===== src/rtl/faccel_sched_pkg.sv =====
// faccel_pkg: shared types and bus constants for the factorial accelerator scheduler
package faccel_pkg;
   typedef enum logic [2:0] {S_IDLE, S_WR_N, S_WR_GO, S_POLL, S_RD, S_RESP} sched_state_t;
   localparam logic [1:0] A_N  = 2'b00;
   localparam logic [1:0] A_GO = 2'b01;
   localparam logic [1:0] A_ST = 2'b10;
   localparam logic [1:0] A_NF = 2'b11;
   localparam logic [3:0] GO_CMD = 4'b0001;
endpackage


===== src/rtl/faccel_sched_if.sv =====
// faccel_sched_if: client request/ack bundle plus the accelerator we/a/d/out bus
interface faccel_sched_if;
   logic [1:0]  req;
   logic [3:0]  n0;
   logic [3:0]  n1;
   logic [1:0]  ack;
   logic [31:0] result;
   logic        err;
   logic        busy;
   logic        acc_we;
   logic [1:0]  acc_a;
   logic [3:0]  acc_d;
   logic [31:0] acc_out;
   modport master (input req, n0, n1, acc_out, output ack, result, err, busy, acc_we, acc_a, acc_d);
   modport slave (output req, n0, n1, acc_out, input ack, result, err, busy, acc_we, acc_a, acc_d);
endinterface


===== src/rtl/faccel_sched_arb.sv =====
// rr_arb2: combinational two-way round-robin pick; a tie goes to whoever was not served last
module rr_arb2 (
   input  logic [1:0] req,
   input  logic       last,
   output logic       gnt_valid,
   output logic       gnt_idx
);
   assign gnt_valid = |req;
   assign gnt_idx   = (req == 2'b11) ? ~last : req[1];
endmodule


===== src/rtl/faccel_sched.sv =====
// faccel_sched: round-robin client scheduler for the factorial accelerator; FACCEL_SCHED_TIMEOUT_EN adds a POLL timeout
module faccel_sched
   import faccel_pkg::*;
#(
   parameter int TIMEOUT = 255
) (
   input logic           Clk,
   input logic           Rst_n,
   faccel_sched_if.master bus
);
   localparam int TW = $clog2(TIMEOUT + 1);
   sched_state_t r_state, w_next;
   logic        r_g, r_last;
   logic [3:0]  r_n;
   logic [31:0] r_result;
   logic        w_gv, w_gi, w_timeout;
   rr_arb2 u_arb (.req(bus.req), .last(r_last), .gnt_valid(w_gv), .gnt_idx(w_gi));
`ifdef FACCEL_SCHED_TIMEOUT_EN
   logic [TW-1:0] r_cnt;
   logic          r_err;
   always_ff @(posedge Clk or negedge Rst_n) begin
      if (!Rst_n) begin
         r_cnt <= '0;
         r_err <= 1'b0;
      end else begin
         r_cnt <= (r_state == S_WR_GO) ? '0 : (r_state == S_POLL) ? r_cnt + 1'b1 : r_cnt;
         r_err <= (r_state == S_IDLE && w_gv) ? 1'b0 : (w_timeout ? 1'b1 : r_err);
      end
   end
   assign w_timeout = (r_state == S_POLL) && !bus.acc_out[0] && (r_cnt == TW'(TIMEOUT - 1));
   assign bus.err   = r_err;
`else
   logic [TW-1:0] w_unused_to;
   assign w_unused_to = TW'(TIMEOUT);
   assign w_timeout   = 1'b0;
   assign bus.err     = 1'b0;
`endif
   always_ff @(posedge Clk or negedge Rst_n) begin
      if (!Rst_n) r_state <= S_IDLE;
      else        r_state <= w_next;
   end
   always_comb begin
      w_next = r_state;
      case (r_state)
         S_IDLE:  w_next = w_gv ? S_WR_N : S_IDLE;
         S_WR_N:  w_next = S_WR_GO;
         S_WR_GO: w_next = S_POLL;
         S_POLL:  w_next = bus.acc_out[0] ? S_RD : (w_timeout ? S_RESP : S_POLL);
         S_RD:    w_next = S_RESP;
         S_RESP:  w_next = S_IDLE;
         default: w_next = S_IDLE;
      endcase
   end
   always_ff @(posedge Clk or negedge Rst_n) begin
      if (!Rst_n) begin
         r_g      <= 1'b0;
         r_last   <= 1'b1;
         r_n      <= '0;
         r_result <= '0;
      end else begin
         if (r_state == S_IDLE && w_gv) begin
            r_g <= w_gi;
            r_n <= w_gi ? bus.n1 : bus.n0;
         end
         if (r_state == S_RD) r_result <= bus.acc_out;
         if (w_timeout)       r_result <= '0;
         if (r_state == S_RESP) r_last <= r_g;
      end
   end
   // An odd N write also kicks the accelerator; the WR_GO that always follows restarts it with the right N.
   assign bus.acc_we = (r_state == S_WR_N) || (r_state == S_WR_GO);
   assign bus.acc_a  = (r_state == S_WR_GO) ? A_GO : (r_state == S_POLL) ? A_ST : (r_state == S_RD) ? A_NF : A_N;
   assign bus.acc_d  = (r_state == S_WR_N) ? r_n : (r_state == S_WR_GO) ? GO_CMD : 4'b0000;
   assign bus.ack    = (r_state == S_RESP) ? {r_g, ~r_g} : 2'b00;
   assign bus.result = r_result;
   assign bus.busy   = (r_state != S_IDLE);
endmodule


===== src/flat_wrapper.sv =====
// flat-port wrapper written by rule: the top's interface ports become plain ports
module faccel_sched_flat import faccel_pkg::*;
#(
   parameter int TIMEOUT = 255
)
  (Clk, Rst_n, bus_req, bus_n0, bus_n1, bus_acc_out, bus_ack, bus_result, bus_err, bus_busy, bus_acc_we, bus_acc_a, bus_acc_d);
  faccel_sched_if bus_i ();
  input logic Clk;
  input logic Rst_n;
  input wire logic [$bits(bus_i.req)-1:0] bus_req;
  input wire logic [$bits(bus_i.n0)-1:0] bus_n0;
  input wire logic [$bits(bus_i.n1)-1:0] bus_n1;
  input wire logic [$bits(bus_i.acc_out)-1:0] bus_acc_out;
  output wire logic [$bits(bus_i.ack)-1:0] bus_ack;
  output wire logic [$bits(bus_i.result)-1:0] bus_result;
  output wire logic [$bits(bus_i.err)-1:0] bus_err;
  output wire logic [$bits(bus_i.busy)-1:0] bus_busy;
  output wire logic [$bits(bus_i.acc_we)-1:0] bus_acc_we;
  output wire logic [$bits(bus_i.acc_a)-1:0] bus_acc_a;
  output wire logic [$bits(bus_i.acc_d)-1:0] bus_acc_d;
  assign bus_i.req = bus_req;
  assign bus_i.n0 = bus_n0;
  assign bus_i.n1 = bus_n1;
  assign bus_i.acc_out = bus_acc_out;
  assign bus_ack = bus_i.ack;
  assign bus_result = bus_i.result;
  assign bus_err = bus_i.err;
  assign bus_busy = bus_i.busy;
  assign bus_acc_we = bus_i.acc_we;
  assign bus_acc_a = bus_i.acc_a;
  assign bus_acc_d = bus_i.acc_d;
  faccel_sched #(.TIMEOUT(TIMEOUT)) u_core (.Clk(Clk), .Rst_n(Rst_n), .bus(bus_i));
endmodule

===== config.mk =====
export PLATFORM = sky130hd
export DESIGN_NAME = faccel_sched_flat
export DESIGN_NICKNAME = d
export VERILOG_FILES = /design/src/rtl/faccel_sched_pkg.sv /design/src/rtl/faccel_sched_if.sv /design/src/rtl/faccel_sched_arb.sv /design/src/rtl/faccel_sched.sv /design/src/flat_wrapper.sv
export SDC_FILE = /design/constraint.sdc
export NUM_CORES = 1
export LEC_CHECK = 0
export BUFFER_PORTS_ARGS = -buffer_cell sky130_fd_sc_hd__buf_2
export CAP_MARGIN = 20
export CORE_MARGIN = 2
export CORE_UTILIZATION = 46
export CTS_CLUSTER_DIAMETER = 30
export DETAILED_ROUTE_END_ITERATION = 10
export PLACE_DENSITY = 0.88
export SETUP_SLACK_MARGIN = 0.1
export SLEW_MARGIN = 20
export SYNTH_ARGS = -nofsm -noshare
export SYNTH_HDL_FRONTEND = slang
export SYNTH_SLANG_ARGS = --single-unit

===== constraint.sdc =====
create_clock -name Clk -period 2.3 [get_ports Clk]
set_clock_uncertainty 0.2 [all_clocks]
set_input_delay 0.23 -clock Clk [delete_from_list [all_inputs] [get_ports Clk]]
set_output_delay 0.23 -clock Clk [all_outputs]
set_load 0.01 [all_outputs]

* Yosys cells after proc, flatten, opt, wreduce, memory -nomap -nowiden
Index checks and enable logic that the tools add are counted.
W data, S select, Z words.
** Storage, ports and cells
- Flip-flop bits (word level) :: 41
- Bits in latches :: 0
- RAM bits :: 0
- Bits in read-only memories :: 0
- Input port bits :: 44
- Output and inout bits :: 43
- Word-level logic and storage cells :: 29
- Memories kept :: 0
** Cells by class
- Add/sub/neg operators :: 0
- Multipliers :: 0
- Divide/modulo/power cells :: 0
- Order comparisons :: 0
- Equal/unequal tests :: 6
- Shift operators :: 0
- Mux-type cells :: 11
- Bitwise logic cells :: 2
- Reduce and logical (&&, ||, !) cells :: 5
** Operators with widths (number)
- $pmux W3 S5 :: 1
- $mux W2 :: 4
- $mux W4 :: 2
- $eq A3 B2 Y1 const B :: 2
- $eq A3 B3 Y1 const B :: 2
- $eq A3 B1 Y1 const B :: 1
- $logic_not A3 Y1 :: 1
- $mux W1 :: 3
- $mux W3 :: 1
- $reduce_bool A3 Y1 :: 1
- $eq A2 B2 Y1 const B :: 1
- $not A1 Y1 :: 2
- $reduce_or A2 Y1 :: 1
- $logic_and A1 B1 Y1 :: 1
- $logic_or A1 B1 Y1 :: 1

* Depth between registers and ports, before layout
- Word-level depth :: 4
- Mapped depth :: 6
- Mapped depth without buffers :: 4

* Modules after synthesis
Synthesis repeated with hierarchy kept, for this count alone.
** Unflattened totals
- Cell total of the unflattened synthesis :: 119
- Area total of the unflattened synthesis :: 1767.9 µm²
** Modules (own cells, without submodules)
- faccel_sched :: instances 1, cells an instance 117, area each 1754.2 µm², sequential area each 1027.2 µm²
- rr_arb2 :: instances 1, cells an instance 2, area each 13.8 µm², sequential area each 0.0 µm²

* Worst setup path before layout
OpenSTA, ideal clock, no wires.
- Kind :: reg-to-reg
- From :: reg u_core.r_state[1]
- To :: reg u_core.r_result[10], in the netlist u_core.bus.result[10]
- Library setup time :: 0.125 ns
- Arrival time :: 1.318 ns
- Data required time :: 1.975 ns
- Path slack :: 0.657 ns
- Cell stages (with the launch flop) :: 7
- Buffers on the path :: 3
- Clock period less this slack :: 1.643 ns
- Path through :: dfrtp_1 > buf_2 > nor2_2 > and2_4 > buf_6 > buf_12 > mux2_4
** Between the ends
- Cells in the longest elaborated chain, start to end :: 1
** Ends and longest elaborated chain
- start, declared :: RTL line faccel_sched.sv:12 : sched_state_t r_state, w_next;
- start signal, assigned :: RTL line faccel_sched.sv:40 : else r_state <= w_next;
- $eq A3 B3 Y1 :: RTL line faccel_sched.sv:65 : if (r_state == S_RD) r_result <= bus.acc_out;
- end signal, assigned :: RTL line faccel_sched.sv:65
- end, declared :: RTL line faccel_sched.sv:15 : logic [31:0] r_result;
No other way between the ends.
A chain may end at the register's enable or synchronous reset.

* Worst setup path after layout
- From :: reg u_core.r_state[1]
- To :: out bus_acc_d[3]
** Between the ends
- Cells in the longest elaborated chain, start to end :: 2
** Ends and longest elaborated chain
- $eq A3 B1 Y1 :: RTL line faccel_sched.sv:73 : assign bus.acc_d = (r_state == S_WR_N) ? r_n : (r_state == S_WR_GO) ? GO_CMD : 4'b0000;
- $mux W4 :: RTL line faccel_sched.sv:73
- end, declared :: RTL line flat_wrapper.sv:20 : output wire logic [$bits(bus_i.acc_d)-1:0] bus_acc_d;
No other way between the ends.

==> metrics.md <==
| Metric | Value |
|---|---|
| Total number of nets in the final design | 292 |
| Wire length reported by the detailed router | 4720 um |
| Maximum number of pins on one net before global-route repair | 42 |
| Detailed router's first-iteration violation count | 120 |
| Setup CP Type | reg2out |
| Area taken by multi-input logic gates | 752 um^2 |
| Final setup fails | 0 |
| Drt drc | 0 |
| Count of maximum capacitance violations | 0 |
| Proportion of power drawn by the clock network | 16.5% |
| Post-CTS Hold Fix Bufs | 32 |
| Count of placed standard cells including taps | 259 |
| Switching component of the power | 1.19 mW |
| Pleak | 1.40 nW |
| Worst hold path stage count | 2 |
| Int Power | 2.28 mW |
| Commonest cells after routing, fill and taps aside | buf_2, dfrtp_1, dlygate4sd3_1 |
| Area of the die | 4620 um^2 |
| Buffer count from post-CTS setup fixing | 0 |
| TritonCTS clock tree | yes |
| Number of unique standard cell types used by synthesis | 33 |
| Nature of the critical path startpoint | flop |
| Time the worst path needs with I/O delays and setup | 1.95 ns |
| Instance area at placement | 2320 um^2 |
| R2R cell count | 4 |
| Vias in the first global route | 1,430 |
| Actual transition at the worst max-transition pin | 0.855 ns |
| RSZ-0062 raised after global routing | false |
| Setup TNS | 0 ns |
| Total inserted antenna cells | 0 |
| Number of clock sinks | 41 |
| CTS H-tree lvls | 2 |
| Detailed Place HPWL | 2860 um |
| Post-synthesis net count | 171 |
| Reg power frac | 38.6% |
| Fin. Hold Viols | 0 |
| Register clock-pin slew on the reported worst setup and hold paths | 0.09 ns |
| Largest fanout of any net on the critical path | 10 |
| Width of the die | 68.0 um |
| Fraction of final layout cells sized beyond drive strength 1 | 53.8% |
| Critical path endpoint category | output port |
| Antenna-violating nets left | 0 |
| Core Rows | 23 |
| Storage cell area | 1030 um^2 |
| Worst Hold Class | in2reg |
| VDD IR max | 658 uV |
| Clk root buf | clkbuf_8 |
| Mean instance size in the synthesized netlist | 14.8 um^2 |
| Total standard cell area after synthesis | 1880 um^2 |
| Most common cell after layout, fill and taps aside | buf_2 |
| Leftover overflow at the end of global routing | 0 |
| Seq/Total Area, Yosys | 54.6% |
| Data arrival time of the critical path | 1.52 ns |
| Number of detailed-routing iterations run before antenna repair | 4 |
| Synthesis-to-finish area growth | 46.7% |
| Flop and latch count out of synthesis | 41 |
| Final cycle utilization of the critical path | 84.6% |
| Global placer's final weighted congestion | 0.765 |
| Headroom to the max-slew limit | 43.0% |
| Post-Route Utilization | 69.5% |
| Number of buffers added by the clock tree synthesis step | 5 |
| Detailed-route wire length per cell | 15.8 um |
| Clock insertion delay at the later pin of the skew report | 0.28 ns |
| Fmax | 514 MHz |
| Fin cells | 299 |
| Req. time, crit path | 1.87 ns |
| Run status | finished clean |
| Finished Cell Area | 2760 um^2 |
| Height of the die | 68.0 um |
| # resized after CTS | 0 |
| Post-synthesis cell count | 127 |
| Port-buffer cells | 85 |
| Total via count in the routed design | 1,489 |
| Filler Cells Inserted | 268 |
| Std-Cell Core Area | 3970 um^2 |
| Initial standard-cell utilization of the core | 47.4% |
| Max-slew violations | 0 |
| Initial antenna violation count | 0 |
| Number of synthesis warnings | 0 |
| Global-route total usage across every layer | 20.3% |
| Power density over cell area | 1260 nW/um^2 |
| Clock Tree Buf Depth | 2 |
| Routed vias/inst | 4.98 |
| Sw Ratio | 34.3% |
| Comb power frac | 44.9% |
| Count of pins on the block boundary | 87 |
| Global-route wire length before repair | 6760 um |
[worst paths after layout]
path | from | end | slack, ns
worst max register to register | u_core.r_state[1]$_DFF_PN0_ | u_core.bus.result[20]$_DFFE_PN0P_ | 0.41
min in group asynchronous | Rst_n | u_core.bus.result[18]$_DFFE_PN0P_ | 0.39
worst min register to register | u_core.bus.result[25]$_DFFE_PN0P_ | u_core.bus.result[25]$_DFFE_PN0P_ | 0.31
max in group asynchronous | Rst_n | u_core.bus.result[12]$_DFFE_PN0P_ | 0.98
worst min-delay path | bus_acc_out[18] | u_core.bus.result[18]$_DFFE_PN0P_ | 0.01
worst max-delay path | u_core.r_state[1]$_DFF_PN0_ | bus_acc_d[3] | 0.35
[cell type report]
type	instances	area share [%]
clock buffers	5	2.49
clock inverters	3	1.68
inverters	4	0.544
multi-input cells	75	27.2
flip-flops and latches	41	37.2
well taps	50	2.27
repair buffers	121	28.6
[cells in the mapped netlist]
library cell  number  share of area [%]
and3_1             1               0.33
and2_1             3                1.0
nor2_2             1               0.33
conb_1             1               0.20
nor4_1             1               0.33
xnor2_1            1               0.47
buf_2              1               0.27
a221oi_1           1               0.47
o31ai_1            1               0.40
dfstp_2            1                1.4
o32ai_1            4                1.9
mux2_2             2                1.2
a21o_1             1               0.40
a2bb2oi_1          4                1.9
or2b_1             1               0.40
clkbuf_1           1               0.20
nor3_4             1               0.86
inv_1              4               0.80
nand2b_1           1               0.33
dfrtp_1           40                 53
nor2_1             6                1.2
o221ai_1           1               0.47
nor3_1             1               0.27
nand2_1            6                1.2
a21oi_1            2               0.53
buf_12             3                3.2
and2_4             1               0.47
buf_6              1               0.60
a21bo_2            1               0.53
buf_4              1               0.40
nor2b_1            2               0.66
o21ai_0            1               0.27
mux2_4            30                 24
[state kept, by name, indices dropped and copies added (netlist names)]
register,count
u_core.bus.result,32
u_core.r_last,1
u_core.r_g,1
u_core.r_n,4
u_core.r_state,3
[stage by stage]
step                      hold WS [ns]  setup slack, ns  total power [mW]
after floorplan                 -0.266            0.657              2.29
after CTS                    0.0000590            0.340              3.45
final                           0.0110            0.353              3.47
after detailed placement         0.192            0.407              2.82
after global routing          0.000795            0.251              3.68
after global placement           0.185            0.475              2.76
[power groups by stage]
stage / Sequential [mW] / Combinational [mW] / Clock (mW)
2_1_floorplan: 1.41 / 0.885 / 0
5_1_grt: 1.37 / 1.68 / 0.626
6_report: 1.34 / 1.56 / 0.575
3_3_place_gp: 1.31 / 1.45 / 0
4_1_cts: 1.32 / 1.55 / 0.585
3_5_place_dp: 1.33 / 1.50 / 0
[per-layer routing]
layer / up-vias / track usage (%) / part of all wire, %
li1: 685 / - / -
met1: 708 / 24.0 / 41
met2: 79 / 33.6 / 48
met3: 17 / 5.26 / 8.1
met4: 0 / 11.5 / 3.0
met5: - / 0 / 0
[cells by family (layout without fill, tap and decap cells)]
family / count (synthesis) / count (layout) / share of synthesized area (%)
flops: 41 / 41 / 54.6
mux: 32 / 32 / 25.1
simple gates: 25 / 25 / 7.38
compound gates: 16 / 16 / 6.78
buf+inv: 11 / 133 / 5.45
other cells: 1 / 1 / 0.199
xor+xnor: 1 / 1 / 0.466
[critical path, cell delays in order (launching register included)]
cell	delay (ns)
dfrtp_1	0.51
or2b_1	0.30
nor2_1	0.16
and2_1	0.15
buf_2	0.13
No activity file was read; power rests on OpenSTA's default activity.
